## config.mk

```make
export PLATFORM = sky130hd
export DESIGN_NAME = score_bcd_scheduler
export DESIGN_NICKNAME = d
export VERILOG_FILES = /design/src/rtl/score_bcd_pkg.sv /design/src/rtl/score_bcd_scheduler_engine.sv /design/src/rtl/score_bcd_scheduler.sv
export SDC_FILE = /design/constraint.sdc
export NUM_CORES = 1
export LEC_CHECK = 0
export CAP_MARGIN = 20
export CORE_MARGIN = 4
export CORE_UTILIZATION = 25
export CTS_CLUSTER_SIZE = 16
export DETAILED_ROUTE_END_ITERATION = 16
export SKIP_LAST_GASP = 1
export SLEW_MARGIN = 20
export SYNTH_ARGS = -nofsm -noshare
export SYNTH_HDL_FRONTEND = slang
export SYNTH_HIERARCHICAL = 1
export SYNTH_SLANG_ARGS = --single-unit
```

## constraint.sdc

```tcl
create_clock -name clk -period 5.9 [get_ports clk]
set_clock_uncertainty 0.05 [all_clocks]
set_input_delay 0.885 -clock clk [delete_from_list [all_inputs] [get_ports clk]]
set_output_delay 0.885 -clock clk [all_outputs]
set_load 0.02 [all_outputs]
```

## src/rtl/score_bcd_pkg.sv

```systemverilog
// Shared types and constants for the score/high-score BCD conversion scheduler.
package score_bcd_pkg;

    localparam int          NUM_DIGITS  = 4;
    localparam logic [15:0] MAX_DISPLAY = 16'd9999;

    typedef logic [3:0]                    bcd_digit_t;
    typedef bcd_digit_t [NUM_DIGITS-1:0]   bcd4_t;

    typedef enum logic [1:0] {IDLE, SHIFT, WRITE} sched_state_t;
    typedef enum logic       {CH_SCORE, CH_HI}    chan_t;

    // Bit k set when digit k and every higher digit are zero; ones digit always shown.
    function automatic logic [NUM_DIGITS-1:0] blank_mask(input bcd4_t d);
        logic [NUM_DIGITS-1:0] m;
        m[3] = (d[3] == 4'd0);
        m[2] = m[3] && (d[2] == 4'd0);
        m[1] = m[2] && (d[1] == 4'd0);
        m[0] = 1'b0;
        return m;
    endfunction

endpackage

```

## src/rtl/score_bcd_scheduler_engine.sv

```systemverilog
// Iterative double-dabble engine: one add-3/shift-left iteration per step pulse.
import score_bcd_pkg::*;

module bcd_shift_engine #(
    parameter int WIDTH = 16
) (
    input  logic             clk,
    input  logic             reset,
    input  logic             load,
    input  logic [WIDTH-1:0] operand,
    input  logic             step,
    output bcd4_t            result
);

    logic [4*NUM_DIGITS-1:0] bcd;
    logic [4*NUM_DIGITS-1:0] adj;
    logic [WIDTH-1:0]        bin;

    always_comb begin
        adj = bcd;
        for (int i = 0; i < NUM_DIGITS; i++) begin
            if (bcd[4*i +: 4] >= 4'd5)
                adj[4*i +: 4] = bcd[4*i +: 4] + 4'd3;
        end
    end

    // Operand is pre-clamped to four digits, so the top BCD bit never overflows.
    always_ff @(posedge clk or posedge reset) begin
        if (reset) begin
            bcd <= '0;
            bin <= '0;
        end else if (load) begin
            bcd <= '0;
            bin <= operand;
        end else if (step) begin
            bcd <= {adj[4*NUM_DIGITS-2:0], bin[WIDTH-1]};
            bin <= {bin[WIDTH-2:0], 1'b0};
        end
    end

    assign result = bcd;

endmodule

```

## src/rtl/score_bcd_scheduler.sv

```systemverilog
// Arbitrates score/high-score requests onto one shared BCD engine and holds per-channel digits.
// Optional leading-zero blanking enabled by defining SCORE_LEADING_ZERO_BLANK_EN.
import score_bcd_pkg::*;

module score_bcd_scheduler #(
    parameter int WIDTH     = 16,
    parameter int MAX_VALUE = 9999
) (
    input  logic             clk,
    input  logic             reset,
    input  logic [WIDTH-1:0] score_value,
    input  logic             score_update,
    input  logic [WIDTH-1:0] hi_value,
    input  logic             hi_update,
    output logic [15:0]      score_digits,
    output logic [15:0]      hi_digits,
    output logic             score_valid,
    output logic             hi_valid,
    output logic             score_clamp,
    output logic             hi_clamp,
    output logic [3:0]       score_blank,
    output logic [3:0]       hi_blank,
    output logic             busy
);

    localparam int CW = $clog2(WIDTH + 1);

    sched_state_t     state, next_state;
    chan_t            gnt, pick, last;
    logic             pend_s, pend_h;
    logic [WIDTH-1:0] shadow_s, shadow_h, shadow_sel, operand;
    logic [CW-1:0]    cnt;
    logic             cur_clamp, over;
    logic             load, step, done;
    bcd4_t            result;
    logic [3:0]       blank_next;

    always_ff @(posedge clk or posedge reset) begin
        if (reset) state <= IDLE;
        else       state <= next_state;
    end

    // Both pending: serve the channel opposite to the last one written.
    always_comb begin
        next_state = state;
        pick       = gnt;
        load       = 1'b0;
        step       = 1'b0;
        done       = 1'b0;
        case (state)
            IDLE: begin
                if (pend_s || pend_h) begin
                    load       = 1'b1;
                    next_state = SHIFT;
                    if (pend_s && pend_h) pick = (last == CH_SCORE) ? CH_HI : CH_SCORE;
                    else                  pick = pend_s ? CH_SCORE : CH_HI;
                end
            end
            SHIFT: begin
                step = 1'b1;
                if (cnt == CW'(WIDTH - 1)) next_state = WRITE;
            end
            WRITE: begin
                done       = 1'b1;
                next_state = IDLE;
            end
            default: next_state = IDLE;
        endcase
    end

    assign shadow_sel = (pick == CH_SCORE) ? shadow_s : shadow_h;
    assign over       = (shadow_sel > WIDTH'(MAX_VALUE));
    assign operand    = over ? WIDTH'(MAX_VALUE) : shadow_sel;
    assign busy       = (state != IDLE);

`ifdef SCORE_LEADING_ZERO_BLANK_EN
    assign blank_next = blank_mask(result);
`else
    assign blank_next = 4'b0000;
`endif

    bcd_shift_engine #(.WIDTH(WIDTH)) u_engine (
        .clk     (clk),
        .reset   (reset),
        .load    (load),
        .operand (operand),
        .step    (step),
        .result  (result)
    );

    // A strobe on the grant edge keeps pending set so the new value converts next.
    always_ff @(posedge clk or posedge reset) begin
        if (reset) begin
            pend_s       <= 1'b0;
            pend_h       <= 1'b0;
            shadow_s     <= '0;
            shadow_h     <= '0;
            gnt          <= CH_SCORE;
            last         <= CH_HI;
            cnt          <= '0;
            cur_clamp    <= 1'b0;
            score_digits <= '0;
            hi_digits    <= '0;
            score_valid  <= 1'b0;
            hi_valid     <= 1'b0;
            score_clamp  <= 1'b0;
            hi_clamp     <= 1'b0;
            score_blank  <= '0;
            hi_blank     <= '0;
        end else begin
            score_valid <= 1'b0;
            hi_valid    <= 1'b0;

            if (score_update) begin
                shadow_s <= score_value;
                pend_s   <= 1'b1;
            end else if (load && pick == CH_SCORE) begin
                pend_s <= 1'b0;
            end

            if (hi_update) begin
                shadow_h <= hi_value;
                pend_h   <= 1'b1;
            end else if (load && pick == CH_HI) begin
                pend_h <= 1'b0;
            end

            if (load) begin
                gnt       <= pick;
                cur_clamp <= over;
                cnt       <= '0;
            end else if (step) begin
                cnt <= cnt + 1'b1;
            end

            if (done) begin
                last <= gnt;
                if (gnt == CH_SCORE) begin
                    score_digits <= result;
                    score_clamp  <= cur_clamp;
                    score_blank  <= blank_next;
                    score_valid  <= 1'b1;
                end else begin
                    hi_digits <= result;
                    hi_clamp  <= cur_clamp;
                    hi_blank  <= blank_next;
                    hi_valid  <= 1'b1;
                end
            end
        end
    end

endmodule

```

==> results of run 1 <==
==> cells by family after synthesis <==
logic type,synth area share [%]
other,0.0721
AND/OR/NAND/NOR,15.8
adder cells (fa/ha/maj),2.41
buffers and inverters,4.74
multiplexers,14.4
flip-flops,53.9
XOR/XNOR,0.505
AO/OA/AOI/OAI,8.18
==> power groups by stage <==
stage	clock network [mW]	registers [mW]	logic [mW]
after floorplan	0	1.11	0.292
after global placement	0	1.04	0.631
after detailed placement	0	1.04	0.643
after CTS	0.591	1.03	0.647
after global routing	0.620	1.05	0.704
final	0.569	1.03	0.637
==> cell usage in the layout (no fill, tap or decap), types with 4 or more instances in the layout <==
master,count
dfrtp_1,111
nand2_1,94
clkdlybuf4s50_1,72
mux2_2,49
o21ai_0,35
nand3_1,23
mux2i_1,17
a21oi_1,15
inv_1,13
nor3_1,10
ha_1,10
conb_1,10
nor2_1,9
clkbuf_16,9
nand2b_1,7
or3_1,5
clkinv_2,5
buf_4,5
nand3b_1,4
o31ai_1,4
a21o_1,4
==> area by class of cell <==
class | count | share of cell area [%]
tap | 270 | 5.26
clock buffer | 10 | 3.72
timing repair buffer | 77 | 11.8
inverter | 17 | 1.01
multi-input combinational | 336 | 34.0
sequential | 112 | 43.6
clock inverter | 6 | 0.545
==> flip-flops by register name, indices dropped and copies added (netlist names), 2 cells and up <==
name / count
u_engine/bin: 16
score_digits: 16
cnt: 5
u_engine/result: 16
shadow_h: 16
state: 2
hi_digits: 16
shadow_s: 16
==> metal layers <==
| metal | global-route usage [%] | up-vias | part of all wire (%) |
|---|---|---|---|
| li1 | - | 1803 | - |
| met1 | 13.5 | 1793 | 49 |
| met2 | 15.1 | 87 | 46 |
| met3 | 2.53 | 8 | 4.4 |
| met4 | 2.31 | 0 | 0.78 |
| met5 | 0 | - | 0 |
==> critical path, delay by kind of cell, from the launching register on <==
| kind | cells | cell delay [ns] |
|---|---|---|
| flops | 1 | 0.43 |
| simple gates | 1 | 0.17 |
| buf+inv | 2 | 0.62 |
==> worst paths after layout <==
kind                                       from                      endpoint  slack (ns)  cells past startpoint
setup / recovery           state[1]$_DFFE_PP0P_                          busy        3.40                      3
hold / removal             hi_clamp$_DFFE_PP0P_          hi_clamp$_DFFE_PP0P_        0.42                      2
setup reg to reg           state[1]$_DFFE_PP0P_  u_engine/bin[10]$_DFFE_PP0P_        3.57                      6
hold reg to reg            hi_clamp$_DFFE_PP0P_          hi_clamp$_DFFE_PP0P_        0.42                      2
max in group asynchronous                 reset            pend_h$_DFFE_PP0P_        3.88                      3
min in group asynchronous                 reset      hi_digits[0]$_DFFE_PP0P_        0.86                      2
==> per-stage QoR <==
| stage | instances | area [um2] | util [%] | hold WS (ns) |
|---|---|---|---|---|
| 2_1_floorplan | 494 | 5240 | - | 0.395 |
| 3_3_place_gp | 812 | 6150 | 30.2 | 0.407 |
| 3_5_place_dp | 812 | 6150 | 30.2 | 0.413 |
| 4_1_cts | 828 | 6420 | 31.5 | 0.431 |
| 5_1_grt | 828 | 6420 | 31.5 | 0.459 |
| 6_report | 828 | 6420 | 31.5 | 0.423 |
==> flow_summary.yaml, run 1 <==
route:
  drt_iter0_drc: 182
  route.antenna.remaining_nets: 0
  dr.pass1.iters: 4
  num_vias: 3691
  avgRoutedWirePerCell_um: 13.6
  finalWirelength_um: 11200
  drc: 0
  viasPerCell: 4.46
sta:
  setup_tns_ns: 0
  min_period_ns: 2.50
  rsz0062_at_grt: "no"
  min_period_over_period_pct: 42.4
  maxSlewHeadroom_pct: 30.6
  fmax_mhz: 399
  fin_ws_ns: 3.40
  finalHoldViolations: 0
  maxSlewViolCount: 0
  setup_viol: 0
  tightestPinTransition_ns: 1.04
die:
  ios: 81
  fp-row-count: 52
  die_w_um: 152
  coreArea_mm2: 0.0204
  dieArea_mm2: 0.0232
  dieHeight_um: 152
  start_util_pct: 25.5
global_route:
  antenna_found_initial: 0
  grt_overflow_total: 0
  grt_pass1_vias: 3557
  grt_usage_pct: 9.67
  grt_max_degree: 54
  grt_pass1_wl_um: 18600
power_and_ir_drop:
  power.density_mw_per_mm2: 348
  ir_drop_mv: 0.135
  combPwrFrac_pct: 28.5
  pwr-share-clk_pct: 25.5
  swShare_pct: 31.6
  seqPwrFrac_pct: 46.0
  finalPower_mw: 2.24
  power_leakage_nw: 2.82
  p_int_mw: 1.53
  p_sw_uw: 705
clock_network:
  clockBufferDepth: 2
  clock-sinks: 112
  root_buffer: "clkbuf_16"
  cts_buffers: 9
  cts_tree: "done"
  clkLatencyLatePin_ns: 0.34
  post_cts_buffers: 0
  postCtsResizedCells: 0
  cts_hold_buffers: 0
  cts-htree-levels: 3
  clk_pin_slew_ns: 0.07
cells_and_area:
  area_delta_synth_final_pct: 23.5
  fillers: 2136
  multi_input_area_mm2: 0.00219
  diodes: 0
  nets: 599
  drive_above_1_share_pct: 14.5
  seq_area_mm2: 0.00280
critical_path:
  required_ns: 4.97
  cp_slowest_stage_delay_ns: 0.54
  crit_chain: "nor2_1 > inv_1 > clkdlybuf4s50_1"
  worst_setup_path_start_kind: "flop"
  cp-end-kind: "primary output"
  worstSetupPathType: "reg2out"
  arrival_ns: 1.57
  cp_max_fo: 6
  crit_slowest_cell: "clkdlybuf4s50_1"
outcome:
  status: "finished clean"
job:
  cap_viol_max_count: 0
placement:
  dp_slack_ns: 3.41
  gp_congestion: 0.746
  io_buffers: 72
  hpwlAfterDp_um: 7960
hold_path:
  hold_class: "reg2reg"
synthesis:
  yosysMostFrequentCell: "dfrtp_1"
  yosys_most_used_dff: "dfrtp_1"
  ys_ff_latch: 112
  syn_area_mm2: 0.00520
  synth_edf_count: 0
  synth_area_leader_cell: "dfrtp_1"
  yosys.area.top_type_share_pct: 53.4
  synthTopCellsByCount: "dfrtp_1 (111), nand2_1 (94), mux2_2 (49), o21ai_0 (35), nand3_1 (23)"
  synthTopCellsByArea: "dfrtp_1 (53%), mux2_2 (11%), nand2_1 (6.8%)"
  async_flop_share_pct: 100
  ys_types: 50
  synthCells: 485
  yosysWarnings: 6
  ys_seq_area_share_pct: 53.9
  synth_area_per_cell_um2: 10.7
No activity file was read; power rests on OpenSTA's default activity.
==> run 2: changes to the inputs <==
==> constraint.sdc (replaced) <==
create_clock -name clk -period 2.3 [get_ports clk]
set_clock_uncertainty 0.05 [all_clocks]
set_input_delay 0.345 -clock clk [delete_from_list [all_inputs] [get_ports clk]]
set_output_delay 0.345 -clock clk [all_outputs]
set_load 0.02 [all_outputs]
==> run 2 against run 1 <==
Compared with the run above:
- register-to-register slack worse by 3.4 ns
- hold slack worse by 0.061 ns
- global-route usage hardly changed
- routed wire length is 1.1% lower
- cell count is 0.85% higher
- combinational power grew to 2.6 times the previous value
- sequential power grew to 2.6 times the previous value
- die area stayed put
==> flow_summary.yaml, run 2 (synthesis gave the netlist of run 1 again) <==
power_and_ir_drop:
  ir_drop_mv: 0.407
  swShare_pct: 31.5
  p_sw_mw: 1.80
  combPwrFrac_pct: 28.6
  pwr-share-clk_pct: 25.3
  p_int_mw: 3.91
  power.density_mw_per_mm2: 876
  power_leakage_nw: 2.85
  seqPwrFrac_pct: 46.2
route:
  drt_iter0_drc: 167
  dr.pass1.iters: 4
  finalWirelength_um: 11100
  route.antenna.remaining_nets: 0
  avgRoutedWirePerCell_um: 13.3
  drc: 0
  num_vias: 3671
  viasPerCell: 4.40
placement:
  dpl_cell_area_mm2: 0.00624
  dp_slack_ns: 0.150
  hpwlAfterDp_um: 7950
  io_buffers: 72
  gp_congestion: 0.796
global_route:
  grt_pass1_wl_um: 18500
  grt_usage_pct: 9.66
  grt_overflow_total: 0
  grt_max_degree: 52
  grt_pass1_vias: 3572
  antenna_found_initial: 0
critical_path:
  r2r.worst_path.cells: 7
  arrival_ns: 2.39
  r2r-start: "state[1]$_DFFE_PP0P_"
  regToRegSetupSlack_ns: 0.13
  path_delay_family: "compound AO/OA/AOI/OAI gates"
  cp_slowest_stage_delay_ns: 0.42
  rr_endpoint: "u_engine/bin[6]$_DFFE_PP0P_"
  crit_slowest_cell: "dfrtp_1"
  critical_path_buf_inv_count: 1
  worst_setup_path_start_kind: "flop"
  crit_chain: "or3b_4 > a22oi_4 > buf_4 > mux2_4 > a21oi_1 > nand2_1 > o21ai_0"
  required_ns: 2.52
  cp-end-kind: "flop"
  worstSetupPathType: "reg2reg"
  cp_max_fo: 11
clock_network:
  clockBufferDepth: 2
  post_cts_buffers: 0
  cts_tree: "done"
  clkLatencyLatePin_ns: 0.35
  clock-sinks: 112
  cts_buffers: 9
  postCtsResizedCells: 0
  root_buffer: "clkbuf_16"
  cts-htree-levels: 3
  cts_hold_buffers: 0
  clk_pin_slew_ns: 0.07
sta:
  rsz0062_at_grt: "no"
  fin_ws_ns: 0.127
  tightestPinTransition_ns: 0.601
  min_period_ns: 2.17
  min_period_over_period_pct: 94.5
  maxSlewHeadroom_pct: 59.7
  fmax_mhz: 460
  hold_slack_ns: 0.363
  setup_viol: 0
  setup_tns_ns: 0
  maxSlewViolCount: 0
  finalHoldViolations: 0
die:
  dieArea_mm2: 0.0232
  fp-row-count: 52
  ios: 81
  coreArea_mm2: 0.0204
  die_w_um: 152
  dieHeight_um: 152
  start_util_pct: 25.5
cells_and_area:
  diodes: 0
  drive_above_1_share_pct: 15.2
  nets: 606
  layout_commonest_cell: "dfrtp_1"
  final_area_mm2: 0.00651
  fillers: 2075
  most-common-layout-cells: "dfrtp_1 (111), nand2_1 (94), clkdlybuf4s50_1 (72)"
  final_util_pct: 32.0
  area_delta_synth_final_pct: 25.1
hold_path:
  hold_class: "in2async"
job:
  cap_viol_max_count: 0
outcome:
  status: "finished clean"
[run 2: power groups by stage]
stage / logic [mW] / registers [mW] / clock network (mW)
after global routing: 1.79 / 2.70 / 1.57
final: 1.63 / 2.63 / 1.44
after global placement: 1.63 / 2.67 / 0
after floorplan: 0.749 / 2.86 / 0
after detailed placement: 1.65 / 2.68 / 0
after CTS: 1.66 / 2.64 / 1.50
[run 2: area by class of cell]
type	count	area, um2	share of cell area [%]
Multi-Input combinational cell	336	2190	33.6
Sequential cell	112	2800	43.1
Clock buffer	11	233	3.57
Tap cell	270	338	5.19
Clock inverter	5	33.8	0.519
Inverter	17	67.6	1.04
Timing Repair Buffer	84	848	13.0
[run 2: how the worst max path moves through the flow]
stage,start,endpoint,cells past startpoint
floorplan,state[1]$_DFFE_PP0P_,u_engine/bin[2]$_DFFE_PP0P_,6
global placement,state[1]$_DFFE_PP0P_,u_engine/bin[6]$_DFFE_PP0P_,7
detailed placement,state[1]$_DFFE_PP0P_,u_engine/bin[12]$_DFFE_PP0P_,7
CTS,state[1]$_DFFE_PP0P_,u_engine/bin[6]$_DFFE_PP0P_,7
global route,state[1]$_DFFE_PP0P_,u_engine/bin[11]$_DFFE_PP0P_,7
finish,state[1]$_DFFE_PP0P_,u_engine/bin[6]$_DFFE_PP0P_,7
[run 2: per-stage QoR]
step	instances	total power [mW]
6_report	835	5.70
5_1_grt	835	6.06
4_1_cts	835	5.80
3_5_place_dp	819	4.33
3_3_place_gp	819	4.30
2_1_floorplan	494	3.61
[run 2: metal layers]
metal / routed length, um / part of all wire, % / vias to the layer above / global-route usage, %
li1: - / - / 1813 / -
met2: 5240 / 47 / 85 / 15.9
met5: 0 / 0 / - / 0
met3: 534 / 4.8 / 17 / 2.64
met1: 5150 / 46 / 1756 / 12.6
met4: 187 / 1.7 / 0 / 2.65
==> run 3: changes to the inputs <==
--- a/config.mk
+++ b/config.mk
@@ -10,6 +10,8 @@
 export CORE_UTILIZATION = 25
 export CTS_CLUSTER_SIZE = 16
 export DETAILED_ROUTE_END_ITERATION = 16
+export MAX_ROUTING_LAYER = met4
+export PLACE_DENSITY = 0.43
 export SKIP_LAST_GASP = 1
 export SLEW_MARGIN = 20
 export SYNTH_ARGS = -nofsm -noshare
==> run 3 against run 2 <==
Compared with the run above:
- hold slack gained 0.027 ns
- total power grew 1.1%
- sequential power is essentially flat
- clock power grew 3%
- maximum frequency grew 2.3%
- flip-flop and latch count is the same
- via count is the same
- die area is the same
==> flow_summary.yaml, run 3 (synthesis gave the netlist of run 1 again) <==
power_and_ir_drop:
  ir_drop_mv: 0.335
  power.density_mw_per_mm2: 887
  power_leakage_nw: 2.85
placement:
  io_buffers: 72
  dpl_cell_area_mm2: 0.00622
  dp_slack_ns: 0.166
  hpwlAfterDp_um: 8450
  dp_cells: 818
  gp_congestion: 0.772
sta:
  min_period_over_period_pct: 92.4
  finalHoldViolations: 0
  tightestPinTransition_ns: 0.591
  setup_tns_ns: 0
  min_period_ns: 2.12
  fmax_mhz: 471
  setup_viol: 0
  fin_ws_ns: 0.176
  maxSlewViolCount: 0
  maxSlewHeadroom_pct: 60.4
  rsz0062_at_grt: "no"
global_route:
  grt_overflow_total: 0
  grt_usage_pct: 10.7
  antenna_found_initial: 0
  grt_max_degree: 81
  grt_pass1_vias: 3825
  grt_pass1_wl_um: 19800
cells_and_area:
  layout_commonest_cell: "dfrtp_1"
  drive_above_1_share_pct: 15.2
  final_area_mm2: 0.00650
  multi_input_area_mm2: 0.00219
  final_cells: 834
  fillers: 2112
  diodes: 0
  seq_area_mm2: 0.00280
  most-common-layout-cells: "dfrtp_1 (111), nand2_1 (94), clkdlybuf4s50_1 (72)"
  area_delta_synth_final_pct: 24.9
  nets: 605
route:
  route.antenna.remaining_nets: 0
  drt_iter0_drc: 169
  drc: 0
  finalWirelength_um: 11800
  dr.pass1.iters: 4
  num_vias: 3671
  viasPerCell: 4.40
  avgRoutedWirePerCell_um: 14.1
clock_network:
  clkLatencyLatePin_ns: 0.35
  cts-htree-levels: 3
  cts_hold_buffers: 0
  root_buffer: "clkbuf_16"
  cts_buffers: 9
  clk_pin_slew_ns: 0.07
  cts_tree: "done"
  clock-sinks: 112
  post_cts_buffers: 0
  postCtsResizedCells: 0
  clockBufferDepth: 2
critical_path:
  critical_path_buf_inv_count: 0
  crit_slowest_cell: "mux2i_2"
  worstSetupPathType: "reg2reg"
  cp-end-kind: "flop"
  worst_setup_path_start_kind: "flop"
  r2r-start: "state[1]$_DFFE_PP0P_"
  cp_max_fo: 9
  path_delay_family: "compound AO/OA/AOI/OAI gates"
  regToRegSetupSlack_ns: 0.18
  required_ns: 2.48
  arrival_ns: 2.31
  rr_endpoint: "u_engine/bin[2]$_DFFE_PP0P_"
  crit_path_frequent_cell: "o21ai_0"
  crit_chain: "or3b_4 > a22oi_4 > mux2i_2 > o21ai_0 > nand2_1 > o21ai_0"
  r2r.worst_path.cells: 6
  cp_slowest_stage_delay_ns: 0.44
die:
  ios: 81
  dieArea_mm2: 0.0232
  dieHeight_um: 152
  fp-row-count: 52
  start_util_pct: 25.5
  die_w_um: 152
  coreArea_mm2: 0.0204
job:
  cap_viol_max_count: 0
hold_path:
  hold_class: "in2async"
outcome:
  status: "finished clean"
[run 3: final cells by class]
cell class                      instances  area share, %
Tap cell                              270           5.20
Multi-Input combinational cell        336           33.6
Inverter                               17           1.04
Timing Repair Buffer                   83           12.7
Clock buffer                           11           3.74
Sequential cell                       112           43.1
Clock inverter                          5          0.501
[run 3: through the flow]
step	hold slack (ns)	total power [mW]	util (%)
finish	0.390	5.77	31.9
CTS	0.430	5.86	31.9
global placement	0.410	4.30	30.6
global route	0.460	6.13	31.9
floorplan	0.395	3.61	-
detailed placement	0.413	4.34	30.6
[run 3: worst max-delay path by stage]
stage	endpoint	depth (start not counted)	startpoint	slack, ns
3_3_place_gp	u_engine/bin[0]$_DFFE_PP0P_	6	state[1]$_DFFE_PP0P_	0.21
4_1_cts	u_engine/bin[2]$_DFFE_PP0P_	6	state[1]$_DFFE_PP0P_	0.15
6_report	u_engine/bin[2]$_DFFE_PP0P_	6	state[1]$_DFFE_PP0P_	0.18
2_1_floorplan	u_engine/bin[2]$_DFFE_PP0P_	6	state[1]$_DFFE_PP0P_	0.35
5_1_grt	u_engine/bin[2]$_DFFE_PP0P_	6	state[1]$_DFFE_PP0P_	0.01
3_5_place_dp	u_engine/bin[2]$_DFFE_PP0P_	6	state[1]$_DFFE_PP0P_	0.17
[run 3: power by group]
group | switching [mW] | internal [mW] | total [mW]
combinational | 0.799 | 0.836 | 1.63
sequential | 0.305 | 2.33 | 2.64
clock | 0.731 | 0.762 | 1.49
total | 1.84 | 3.93 | 5.77
[run 3: tightest hold or removal path, stage by stage]
cell and delay [ns]:
clkdlybuf4s50_1 0.46, clkinvlp_4 0.11, buf_12 0.30
[run 3: layer usage]
layer,vias up,routed length (um),global-route usage [%]
met5,-,0,-
met1,1775,5390,12.9
met4,0,233,3.55
met3,18,499,2.67
met2,77,5660,17.7
li1,1801,-,-
